<file path="src/rtl/nibble_serial_adder_seq_if.sv">
// Bus bundle for nibble_serial_adder_seq.
// Groups three signal sets:
//   - input beat stream:   in_valid/in_ready/in_a/in_b/in_cin/in_last
//   - external adder link: add_a/add_b/add_ci out, add_sum/add_co back
//   - result stream:       out_valid/out_ready/out_sum/out_co/out_nbeats/out_err
// The slave modport is the sequencer's view.
// The master modport is the environment's view (producer, adder and consumer).
interface nibble_serial_adder_seq_if #(
    parameter int unsigned NIBBLES = 4
);
    localparam int unsigned SumW = 4 * NIBBLES;
    localparam int unsigned NbW  = $clog2(NIBBLES + 1);

    logic            in_valid;
    logic            in_ready;
    logic [3:0]      in_a;
    logic [3:0]      in_b;
    logic            in_cin;
    logic            in_last;

    logic [3:0]      add_a;
    logic [3:0]      add_b;
    logic            add_ci;
    logic [3:0]      add_sum;
    logic            add_co;

    logic            out_valid;
    logic            out_ready;
    logic [SumW-1:0] out_sum;
    logic            out_co;
    logic [NbW-1:0]  out_nbeats;
    logic            out_err;

    modport slave (
        input  in_valid, in_a, in_b, in_cin, in_last,
        output in_ready,
        output add_a, add_b, add_ci,
        input  add_sum, add_co,
        output out_valid, out_sum, out_co, out_nbeats, out_err,
        input  out_ready
    );

    modport master (
        output in_valid, in_a, in_b, in_cin, in_last,
        input  in_ready,
        input  add_a, add_b, add_ci,
        output add_sum, add_co,
        input  out_valid, out_sum, out_co, out_nbeats, out_err,
        output out_ready
    );
endinterface

</file>
<file path="src/rtl/nibble_serial_adder_seq.sv">
// Nibble-serial adder sequencer.
// Feeds one nibble pair per beat through an external 4-bit ripple adder.
// Carries the adder's carry-out into the next beat.
// Assembles the per-beat sums into a 4*NIBBLES-bit result word.
//
// Ports:
//   clk - rising-edge clock
//   rst - synchronous, active-high reset
//   bus - nibble_serial_adder_seq_if.slave, carrying:
//         - input beat handshake
//         - adder drive and return
//         - result handshake
//
// States:
//   StIdle  - waiting for a first beat
//   StAccum - mid-packet
//   StHold  - result presented until out_ready
module nibble_serial_adder_seq #(
    parameter int unsigned NIBBLES = 4
) (
    input logic                      clk,
    input logic                      rst,
    nibble_serial_adder_seq_if.slave bus
);
    localparam int unsigned SumW = 4 * NIBBLES;
    localparam int unsigned NbW  = $clog2(NIBBLES + 1);

    typedef enum logic [1:0] {StIdle, StAccum, StHold} state_e;

    state_e          state_q;
    logic [NbW-1:0]  idx_q;
    logic            carry_q;
    logic            out_valid_q;
    logic [SumW-1:0] out_sum_q;
    logic            out_co_q;
    logic [NbW-1:0]  out_nbeats_q;
    logic            out_err_q;

    logic accept;
    logic close_accum;

    // Adder is driven every cycle.
    // Its result only matters on an accepted beat.
    assign bus.add_a  = bus.in_a;
    assign bus.add_b  = bus.in_b;
    assign bus.add_ci = (state_q == StIdle) ? bus.in_cin : carry_q;

    assign bus.in_ready = !rst && (state_q != StHold);
    assign accept       = bus.in_valid && bus.in_ready;

    // Mid-packet closes on in_last or when the last nibble slot is filled.
    assign close_accum = bus.in_last || (idx_q == NbW'(NIBBLES - 1));

    assign bus.out_valid  = out_valid_q;
    assign bus.out_sum    = out_sum_q;
    assign bus.out_co     = out_co_q;
    assign bus.out_nbeats = out_nbeats_q;
    assign bus.out_err    = out_err_q;

    always_ff @(posedge clk) begin
        if (rst) begin
            state_q      <= StIdle;
            idx_q        <= '0;
            carry_q      <= 1'b0;
            out_valid_q  <= 1'b0;
            out_sum_q    <= '0;
            out_co_q     <= 1'b0;
            out_nbeats_q <= '0;
            out_err_q    <= 1'b0;
        end else begin
            unique case (state_q)
                StIdle: begin
                    if (accept) begin
                        // Clearing the word makes unwritten upper nibbles read 0.
                        out_sum_q <= SumW'(bus.add_sum);
                        carry_q   <= bus.add_co;
                        idx_q     <= NbW'(1);
                        if (bus.in_last) begin
                            out_co_q     <= bus.add_co;
                            out_nbeats_q <= NbW'(1);
                            out_err_q    <= 1'b0;
                            out_valid_q  <= 1'b1;
                            state_q      <= StHold;
                        end else begin
                            state_q <= StAccum;
                        end
                    end
                end
                StAccum: begin
                    if (accept) begin
                        for (int k = 0; k < int'(NIBBLES); k++) begin
                            if (idx_q == NbW'(k)) begin
                                out_sum_q[4*k +: 4] <= bus.add_sum;
                            end
                        end
                        carry_q <= bus.add_co;
                        idx_q   <= idx_q + NbW'(1);
                        if (close_accum) begin
                            out_co_q     <= bus.add_co;
                            out_nbeats_q <= idx_q + NbW'(1);
                            out_err_q    <= !bus.in_last;
                            out_valid_q  <= 1'b1;
                            state_q      <= StHold;
                        end
                    end
                end
                StHold: begin
                    if (bus.out_ready) begin
                        out_valid_q <= 1'b0;
                        state_q     <= StIdle;
                    end
                end
                default: state_q <= StIdle;
            endcase
        end
    end
endmodule
</file>
<file path="src/flat_wrapper.sv">
// flat-port wrapper written by rule: the top's interface ports become plain ports
module nibble_serial_adder_seq_flat 
#(
    parameter int unsigned NIBBLES = 4
)
  (clk, rst, bus_in_valid, bus_in_a, bus_in_b, bus_in_cin, bus_in_last, bus_in_ready, bus_add_a, bus_add_b, bus_add_ci, bus_add_sum, bus_add_co, bus_out_valid, bus_out_sum, bus_out_co, bus_out_nbeats, bus_out_err, bus_out_ready);
  nibble_serial_adder_seq_if #(.NIBBLES(NIBBLES)) bus_i ();
  input logic clk;
  input logic rst;
  input wire logic [$bits(bus_i.in_valid)-1:0] bus_in_valid;
  input wire logic [$bits(bus_i.in_a)-1:0] bus_in_a;
  input wire logic [$bits(bus_i.in_b)-1:0] bus_in_b;
  input wire logic [$bits(bus_i.in_cin)-1:0] bus_in_cin;
  input wire logic [$bits(bus_i.in_last)-1:0] bus_in_last;
  output wire logic [$bits(bus_i.in_ready)-1:0] bus_in_ready;
  output wire logic [$bits(bus_i.add_a)-1:0] bus_add_a;
  output wire logic [$bits(bus_i.add_b)-1:0] bus_add_b;
  output wire logic [$bits(bus_i.add_ci)-1:0] bus_add_ci;
  input wire logic [$bits(bus_i.add_sum)-1:0] bus_add_sum;
  input wire logic [$bits(bus_i.add_co)-1:0] bus_add_co;
  output wire logic [$bits(bus_i.out_valid)-1:0] bus_out_valid;
  output wire logic [$bits(bus_i.out_sum)-1:0] bus_out_sum;
  output wire logic [$bits(bus_i.out_co)-1:0] bus_out_co;
  output wire logic [$bits(bus_i.out_nbeats)-1:0] bus_out_nbeats;
  output wire logic [$bits(bus_i.out_err)-1:0] bus_out_err;
  input wire logic [$bits(bus_i.out_ready)-1:0] bus_out_ready;
  assign bus_i.in_valid = bus_in_valid;
  assign bus_i.in_a = bus_in_a;
  assign bus_i.in_b = bus_in_b;
  assign bus_i.in_cin = bus_in_cin;
  assign bus_i.in_last = bus_in_last;
  assign bus_in_ready = bus_i.in_ready;
  assign bus_add_a = bus_i.add_a;
  assign bus_add_b = bus_i.add_b;
  assign bus_add_ci = bus_i.add_ci;
  assign bus_i.add_sum = bus_add_sum;
  assign bus_i.add_co = bus_add_co;
  assign bus_out_valid = bus_i.out_valid;
  assign bus_out_sum = bus_i.out_sum;
  assign bus_out_co = bus_i.out_co;
  assign bus_out_nbeats = bus_i.out_nbeats;
  assign bus_out_err = bus_i.out_err;
  assign bus_i.out_ready = bus_out_ready;
  nibble_serial_adder_seq #(.NIBBLES(NIBBLES)) u_core (.clk(clk), .rst(rst), .bus(bus_i));
endmodule
</file>
<file path="config.mk">
export PLATFORM = sky130hd
export DESIGN_NAME = nibble_serial_adder_seq_flat
export DESIGN_NICKNAME = d
export VERILOG_FILES = /design/src/rtl/nibble_serial_adder_seq_if.sv /design/src/rtl/nibble_serial_adder_seq.sv /design/src/flat_wrapper.sv
export SDC_FILE = /design/constraint.sdc
export NUM_CORES = 1
export LEC_CHECK = 0
export CAP_MARGIN = 15
export CORE_ASPECT_RATIO = 1.2
export CORE_MARGIN = 3
export CORE_UTILIZATION = 38
export DETAILED_ROUTE_END_ITERATION = 6
export PLACE_DENSITY_LB_ADDON = 0.25
export REMOVE_ABC_BUFFERS = 1
export SYNTH_ARGS = -nofsm -noshare
export SYNTH_HDL_FRONTEND = slang
export SYNTH_SLANG_ARGS = --single-unit
</file>
<file path="constraint.sdc">
create_clock -name clk -period 1.6 [get_ports clk]
set_clock_uncertainty 0.1 [all_clocks]
set_input_delay 0.32 -clock clk [delete_from_list [all_inputs] [get_ports clk]]
set_output_delay 0.32 -clock clk [all_outputs]
set_load 0.05 [all_outputs]
</file>
======== Yosys cells after proc, flatten, opt, wreduce, memory -nomap -nowiden ========
Index checks and enable logic that the tools add are counted.
word-level totals
  bits in registers ....................... 28
  input bits .............................. 19
  output and inout bits ................... 32
operators by class
  add/sub/neg operators ................... 1
  equal/unequal tests ..................... 15
  multiplexer cells ....................... 38
  reduce and logical (&&, ||, !) cells .... 19
operator list
  operator               number
  $mux W16               2
  $pmux W16 S2           1
  $reduce_and A4 Y1      5
  $mux W3                6
  $mux W4                4
  $mux W1                14
  $ne A2 B1 Y1 const B   7
  $pmux W3 S2            2
  $mux W2                5
  $eq A3 B2 Y1 const B   2
  $ne A2 B2 Y1 const B   3
  $pmux W2 S3            1
  $reduce_and A6 Y1      1
  $reduce_and A5 Y1      1
  $pmux W1 S2            2
  $add A3 B1 Y3 const B  1
  $eq A3 B1 Y1 const B   1
  $logic_not A3 Y1       1
  $pmux W1 S3            1
  $reduce_and A3 Y1      1
  $reduce_bool A3 Y1     1
  $eq A2 B1 Y1 const B   1
  $eq A2 B2 Y1 const B   1
  $logic_and A1 B1 Y1    2
  6 further kinds        7

======== Depth between registers and ports, before layout ========
Gate-level depths: netlist of run 1.
  depth after elaboration ................. 5
  gate-level depth with buffers ........... 5
  mapped depth without buffers ............ 5

======== Least setup slack after synthesis of run 1 ========
OpenSTA, ideal clock, no wires.
  path type ............................... register to output
  from .................................... reg u_core.state_q[0]
  to ...................................... out bus_in_ready
  data arrival time ....................... 1347 ps
  slack ................................... -167 ps
  cell stages (with the launch flop) ...... 4
  path buffers ............................ 1
  cell sequence ........................... dfxtp_1 buf_2 inv_1 a21oi_1
between the ends
  word-level cells in the longest chain between the ends .. 2
ends and longest elaborated chain
  item                      line                           text
  start: declaration        nibble_serial_adder_seq.sv:30  state_e state_q;
  start signal: assignment  nibble_serial_adder_seq.sv:62  state_q <= StIdle;
  start signal: assignment  nibble_serial_adder_seq.sv:83  state_q <= StHold;
  start signal: assignment  nibble_serial_adder_seq.sv:85  state_q <= StAccum;
  $ne A2 B2 Y1              nibble_serial_adder_seq.sv:48  assign bus.in_ready = !rst && (state_q != StHold);
  $logic_and A1 B1 Y1       nibble_serial_adder_seq.sv:48
  end: declaration          flat_wrapper.sv:15             output wire logic [$bits(bus_i.in_ready)-1:0] bus_in_ready;
No other way between the ends.

======== Final worst setup path of run 1 ========
  from .................................... reg u_core.state_q[0]
  to ...................................... out bus_add_ci
between the ends
  word-level cells in the longest chain between the ends .. 2
ends and longest elaborated chain
  item              line                           text
  $logic_not A2 Y1  nibble_serial_adder_seq.sv:46  assign bus.add_ci = (state_q == StIdle) ? bus.in_cin : carry_q;
  $mux W1           nibble_serial_adder_seq.sv:46
  end: declaration  flat_wrapper.sv:18             output wire logic [$bits(bus_i.add_ci)-1:0] bus_add_ci;
No other way between the ends.

==> results of run 1 <==
## placed cells by master (no fill, tap or decap), drive strengths merged, types with 2 or more instances in the layout
master,n
ha,5
inv,4
nor2,2
dfxtp,28
nor3,3
clkdlybuf4s50,9
nand4b,2
mux2,5
nand2,24
clkbuf,3
o211ai,4
nor2b,9
o21ai,4
nor3b,2
a21oi,6
mux2i,13
nand3,2
buf,51
## power groups by stage
stage | logic, mW | clock network, mW | registers, mW
floorplan | 0.105 | 0 | 0.825
global placement | 0.371 | 0 | 0.766
global route | 0.433 | 0.489 | 0.754
CTS | 0.384 | 0.471 | 0.753
finish | 0.410 | 0.463 | 0.751
detailed placement | 0.375 | 0 | 0.768
## synth_stat cells, drive strengths merged, types with 3 or more instances
cell type / number / area, sq um
nand2: 24 / 90.1
o211ai: 4 / 30.0
dfxtp: 28 / 561
o21ai: 4 / 23.8
mux2i: 13 / 130
mux2: 5 / 56.3
nor3: 3 / 15.0
ha: 5 / 62.6
buf: 11 / 75.1
inv: 4 / 15.0
clkbuf: 3 / 11.3
nor2b: 9 / 56.3
a21oi: 6 / 30.0
## critical path, stage by stage, from the launching register on
cell and delay [ns]:
dfxtp_4 0.39, nor2_4 0.11, mux2_4 0.32, buf_12 0.15
## flip-flops by register name (all words and copies together), names as in the netlist
name,flops
u_core.idx_q,3
u_core.bus.out_nbeats,3
u_core.bus.out_err,1
u_core.bus.out_sum,16
u_core.bus.out_valid,1
u_core.carry_q,1
u_core.state_q,2
u_core.bus.out_co,1
## final timing paths
check,end,slack [ns]
worst max-delay path,bus_add_ci,-0.12
worst min-delay path,u_core.carry_q$_SDFFE_PP0P_,0.33
worst max register to register,u_core.bus.out_sum[3]$_SDFFE_PP0P_,0.06
worst min register to register,u_core.carry_q$_SDFFE_PP0P_,0.40
## kinds of logic after synthesis
kind of cell | after synthesis | share of synthesized area
multiplexers | 18 | 0.145
AND/OR/NAND/NOR | 48 | 0.194
AO/OA/AOI/OAI | 19 | 0.0953
flip-flops | 28 | 0.436
buffers and inverters | 19 | 0.0817
adder cells (fa/ha/maj) | 5 | 0.0486
## what timing repair did
| action | CTS | global route |
|---|---|---|
| setup buffers | 1 | 5 |
| setup endpoints to repair | 21 | 17 |
| gates resized for setup | 12 | 14 |
| pin swaps | 2 | 4 |
| endpoints found under the hold margin | 0 | 0 |
| hold buffers | 0 | 0 |
| cloned | 0 | 0 |
## cell type report
class                   instances  area [sq um]  share of cell area
flip-flops and latches         28           573               0.264
repair buffers                 61           782               0.360
clock inverters                 1          30.0              0.0138
inverters                       5          18.8             0.00865
clock buffers                   3          22.5              0.0104
well taps                      36          45.0              0.0207
multi-input cells              90           699               0.322
## routing by layer
layer  routed length [um]  share of wire  global-route usage  up-vias
met2                 1810           0.55               0.300       51
met5                    0              0                   0        -
met1                 1240           0.38               0.178      531
met3                  226          0.068              0.0428        4
li1                     -              -                   -      563
met4                   25         0.0076              0.0428        0
## through the flow
stage          cell area [sq um]  cells  TNS (ns)  setup WS, ns
2_1_floorplan               1200    123    -0.174        -0.174
3_3_place_gp                1980    214     -3.96        -0.240
3_5_place_dp                1980    214     -5.26        -0.289
4_1_cts                     2070    219    -0.486        -0.130
5_1_grt                     2170    224    -0.301        -0.152
6_report                    2170    224    -0.208        -0.118
==> impl_metrics.env, run 1 <==
export IMPL_fillerInstances=255
export IMPL_start_util=0.410
export IMPL_grt_max_degree=17
export IMPL_tightest_slew_ns=0.338
export IMPL_rsz0062_at_grt="true"
export IMPL_crit_type="reg -> out"
export IMPL_dieArea_sq_mm=0.00412
export IMPL_htree_levels=1
export IMPL_r2r_start="u_core.idx_q[0]$_SDFFE_PP0P_"
export IMPL_vias=1149
export IMPL_max_vdd_ir_drop_mv=0.668
export IMPL_nets=213
export IMPL_ant_nets=0
export IMPL_power_density_mw_per_mm2=748
export IMPL_numCtsBuffers=3
export IMPL_fin_crit_sh=1.07
export IMPL_synth_area_sq_mm=0.00129
export IMPL_hold_path_depth=2
export IMPL_hold_start="rst"
export IMPL_setup_viol=2
export IMPL_synth_edff_count=0
export IMPL_clock_latency_ns=0.32
export IMPL_antenna_cells=0
export IMPL_grt_total_usage=0.163
export IMPL_p_seq_frac=0.462
export IMPL_wl_per_cell_um=14.8
export IMPL_fmax_mhz=582
export IMPL_violations="setup timing"
export IMPL_synth_area_per_cell_sq_um=9.39
export IMPL_path_max_fanout=4
export IMPL_p_sw_mw=0.437
export IMPL_viasPerCell=5.13
export IMPL_internal_power_mw=1.19
export IMPL_clk_pin_slew_ns=0.15
export IMPL_syn_inst=137
export IMPL_grt_ovfl_total=0
export IMPL_cts_path_max_buffers=2
export IMPL_dieWidth_um=59.1
export IMPL_post_route_util=0.692
export IMPL_drv_cap=0
export IMPL_routed_wl_mm=3.31
export IMPL_worst_setup_path_start_kind="flip-flop"
export IMPL_fp_coreArea_sq_mm=0.00314
export IMPL_antenna_found_initial=0
export IMPL_layout_drive_gt1_share=0.399
export IMPL_grt_pass1_wl_mm=5.33
export IMPL_setup_worst_path_end_class="output pin"
export IMPL_drc=0
export IMPL_fin_crit_ns=1.72
export IMPL_drtPass1Iterations=4
export IMPL_syn_to_final_growth_pct=68.8
export IMPL_hold_violations=0
export IMPL_cts_sinks=28
export IMPL_power_total_mw=1.62
export IMPL_netSwitchingFraction=0.269
export IMPL_worstPathRequired_ns=1.18
export IMPL_num_rows=22
export IMPL_p_leak_nw=0.950
export IMPL_synthArstFlopShare=0
export IMPL_yosys_register_bits=28
export IMPL_globalplace_congestion=0.893
export IMPL_rr_worst_depth=5
export IMPL_grt_pass1_vias=1216
export IMPL_fp_dieH_um=69.7
export IMPL_io_buffers=34
export IMPL_ys_warn_count=0
export IMPL_timing_hold_ws_ns=0.325
export IMPL_startpoint="u_core.state_q[0]$_SDFFE_PP0P_"
export IMPL_finalWorstSetupSlack_ns=-0.118
export IMPL_detail_route_iter0_violations=9
export IMPL_synth_distinct_cells=31
export IMPL_maxSlewHeadroom=0.775
export IMPL_synthFlopType="dfxtp_1"
export IMPL_ys_seq_area_frac=0.436
export IMPL_cts_tree="yes"
export IMPL_clkPwrFrac=0.285
export IMPL_combPwrFrac=0.253
export IMPL_hp_class="in -> reg"
export IMPL_root_buffer="clkbuf_4"
export IMPL_num_io_pins=51
export IMPL_drv_slew=0
export IMPL_outcome="finished with violations"
export IMPL_crit_arrival_ns=1.30
export IMPL_dp_hpwl_mm=2.58
Power figures use the tool's default switching activity.
==> run 2, diff against run 1 <==
--- a/config.mk
+++ b/config.mk
@@ -8,7 +8,8 @@
 export CAP_MARGIN = 15
 export CORE_ASPECT_RATIO = 1.2
 export CORE_MARGIN = 3
-export CORE_UTILIZATION = 38
+export CORE_UTILIZATION = 40
+export CTS_BUF_LIST = sky130_fd_sc_hd__clkbuf_8
 export DETAILED_ROUTE_END_ITERATION = 6
 export PLACE_DENSITY_LB_ADDON = 0.25
 export REMOVE_ABC_BUFFERS = 1
==> run 2 against run 1 <==
Compared with the run above:
- the flow still finishes with violations (setup timing)
- die area shrank 4.5%
- largest power group unchanged
- highest routed layer unchanged
- critical path type unchanged
- sequential power hardly changed
- clock power fell by 9.3%
- critical path depth unchanged
- fmax increased by 5.9%
- critical endpoint unchanged
- design area shrank 4.1%
- sequential share of layout area rose by 1.1 points
- count of clock-buffer cells in the layout grew 1
- via count down 3.6%
==> impl_metrics.env, run 2 (synthesis gave the netlist of run 1 again) <==
export IMPL_timing_hold_ws_ns=0.373
export IMPL_post_route_util=0.707
export IMPL_design_area_sq_mm=0.00208
export IMPL_largest_reg_flops=16
export IMPL_worstPathCellList="nor2_4, mux2_4, buf_12"
export IMPL_cp_top_family="flip-flops"
export IMPL_io_buffers=34
export IMPL_htree_levels=1
export IMPL_fin_crit_ns=1.62
export IMPL_numPlacedInstances=203
export IMPL_dpl_cell_area_sq_mm=0.00193
export IMPL_root_buffer="clkbuf_8"
export IMPL_fin_crit_sh=1.01
export IMPL_hold_start="u_core.carry_q$_SDFFE_PP0P_"
export IMPL_antenna_cells=0
export IMPL_r2r_start="u_core.state_q[1]$_SDFFE_PP0P_"
export IMPL_nets=202
export IMPL_regToRegEndpoint="u_core.bus.out_sum[1]$_SDFFE_PP0P_"
export IMPL_globalplace_congestion=0.875
export IMPL_rrSetupSlack_ns=0.01
export IMPL_dieWidth_um=57.8
export IMPL_outcome="finished with violations"
export IMPL_layout_cells_non_filler=211
export IMPL_fp_dieH_um=68.1
export IMPL_cpPeakStageDelay_ns=0.37
export IMPL_grt_ovfl_total=0
export IMPL_clk_pin_slew_ns=0.09
export IMPL_wl_per_cell_um=15.0
export IMPL_grt_pass1_wl_mm=5.16
export IMPL_final_common_cell="buf_12"
export IMPL_cts_tree="yes"
export IMPL_fmax_mhz=616
export IMPL_maxSlewHeadroom=0.647
export IMPL_vias=1108
export IMPL_dieArea_sq_mm=0.00393
export IMPL_grt_total_usage=0.169
export IMPL_numCtsBuffers=3
export IMPL_antenna_found_initial=0
export IMPL_max_vdd_ir_drop_mv=0.529
export IMPL_worstPathRequired_ns=1.18
export IMPL_path_buf_inv=1
export IMPL_crit_arrival_ns=1.20
export IMPL_dp_hpwl_mm=2.41
export IMPL_violations="setup timing"
export IMPL_drv_slew=0
export IMPL_fp_coreArea_sq_mm=0.00294
export IMPL_drc=0
export IMPL_power_density_mw_per_mm2=748
export IMPL_p_leak_nw=0.904
export IMPL_start_util=0.437
export IMPL_setup_viol=1
export IMPL_tightest_slew_ns=0.525
export IMPL_hp_class="reg -> reg"
export IMPL_worstHoldEndpoint="u_core.carry_q$_SDFFE_PP0P_"
export IMPL_viasPerCell=5.25
export IMPL_finalWorstSetupSlack_ns=-0.0224
export IMPL_rr_worst_depth=5
export IMPL_rsz0062_at_grt="true"
export IMPL_syn_to_final_growth_pct=61.9
export IMPL_cts_sinks=28
export IMPL_drtPass1Iterations=4
export IMPL_grt_pass1_vias=1191
export IMPL_num_rows=21
export IMPL_cts_path_max_buffers=2
export IMPL_crit_path_top_delay_cell="dfxtp_4"
export IMPL_layout_drive_gt1_share=0.362
export IMPL_clock_latency_ns=0.26
export IMPL_hold_path_depth=2
export IMPL_routed_wl_mm=3.16
export IMPL_path_max_fanout=2
export IMPL_detail_route_iter0_violations=10
export IMPL_power_total_mw=1.56
export IMPL_crit_type="reg -> out"
export IMPL_setup_worst_path_end_class="output pin"
export IMPL_num_io_pins=51
export IMPL_drv_cap=0
export IMPL_final_cell_mix="buf_12 (25), nand2_1 (24), dfxtp_1 (24)"
export IMPL_grt_max_degree=18
export IMPL_worst_setup_path_start_kind="flip-flop"
export IMPL_hold_violations=0
export IMPL_ant_nets=0
==> run 2: changes by cell type in the layout (fill, tap and decap cells not counted), moves of 2 or more <==
cell / change
clkbuf_4: -3
clkbuf_8: +4
buf_4: -14
buf_6: +2
==> run 2: worst register-to-register path, stage by stage, from the launching register on <==
cell and delay [ns]:
dfxtp_4 0.37, buf_4 0.16, nor3b_4 0.32, o21ai_2 0.10, buf_6 0.15, mux2_4 0.29
==> run 2: cell type report <==
type,count,area [sq um]
Timing Repair Buffer,50,718
Inverter,5,18.8
Tap cell,34,42.5
Fill cell,224,861
Multi-Input combinational cell,90,674
Clock buffer,4,55.1
Sequential cell,28,573
==> run 2: report_power, final <==
part	switching (mW)	leakage, nW	internal (mW)	total (mW)
logic	0.191	0.644	0.195	0.386
registers	0.0304	0.230	0.722	0.752
clock network	0.200	0.0288	0.220	0.420
==> run 2: how the worst max path moves through the flow <==
stage | from | to | slack [ns] | cells after the start
2_1_floorplan | u_core.state_q[0]$_SDFFE_PP0P_ | bus_in_ready | -0.17 | 2
3_3_place_gp | rst | u_core.bus.out_sum[3]$_SDFFE_PP0P_ | -0.18 | 4
3_5_place_dp | rst | u_core.bus.out_sum[3]$_SDFFE_PP0P_ | -0.25 | 4
4_1_cts | u_core.state_q[1]$_SDFFE_PP0P_ | bus_add_ci | -0.03 | 3
5_1_grt | u_core.state_q[1]$_SDFFE_PP0P_ | bus_add_ci | -0.05 | 3
6_report | u_core.state_q[1]$_SDFFE_PP0P_ | bus_add_ci | -0.02 | 3
==> run 2: through the flow <==
| step | setup slack [ns] | setup TNS (ns) |
|---|---|---|
| 4_1_cts | -0.0313 | -0.0313 |
| 6_report | -0.0224 | -0.0224 |
| 2_1_floorplan | -0.174 | -0.174 |
| 3_3_place_gp | -0.182 | -3.30 |
| 5_1_grt | -0.0509 | -0.310 |
| 3_5_place_dp | -0.247 | -4.98 |
==> run 2: what timing repair did <==
action                                  in CTS  in global routing
hold buffers                                 0                  0
pin swaps                                    1                  3
setup buffers                                3                  1
cloned                                       0                  0
endpoints found under the setup margin      15                 12
resized for setup                           19                  8
==> run 2: routing by layer <==
layer | global-route usage | part of all wire | routed length, um | vias up
li1 | - | - | - | 540
met1 | 0.162 | 0.37 | 1170 | 512
met2 | 0.342 | 0.55 | 1730 | 50
met3 | 0.0472 | 0.071 | 224 | 6
met4 | 0.0522 | 0.013 | 42 | 0
met5 | 0 | 0 | 0 | -
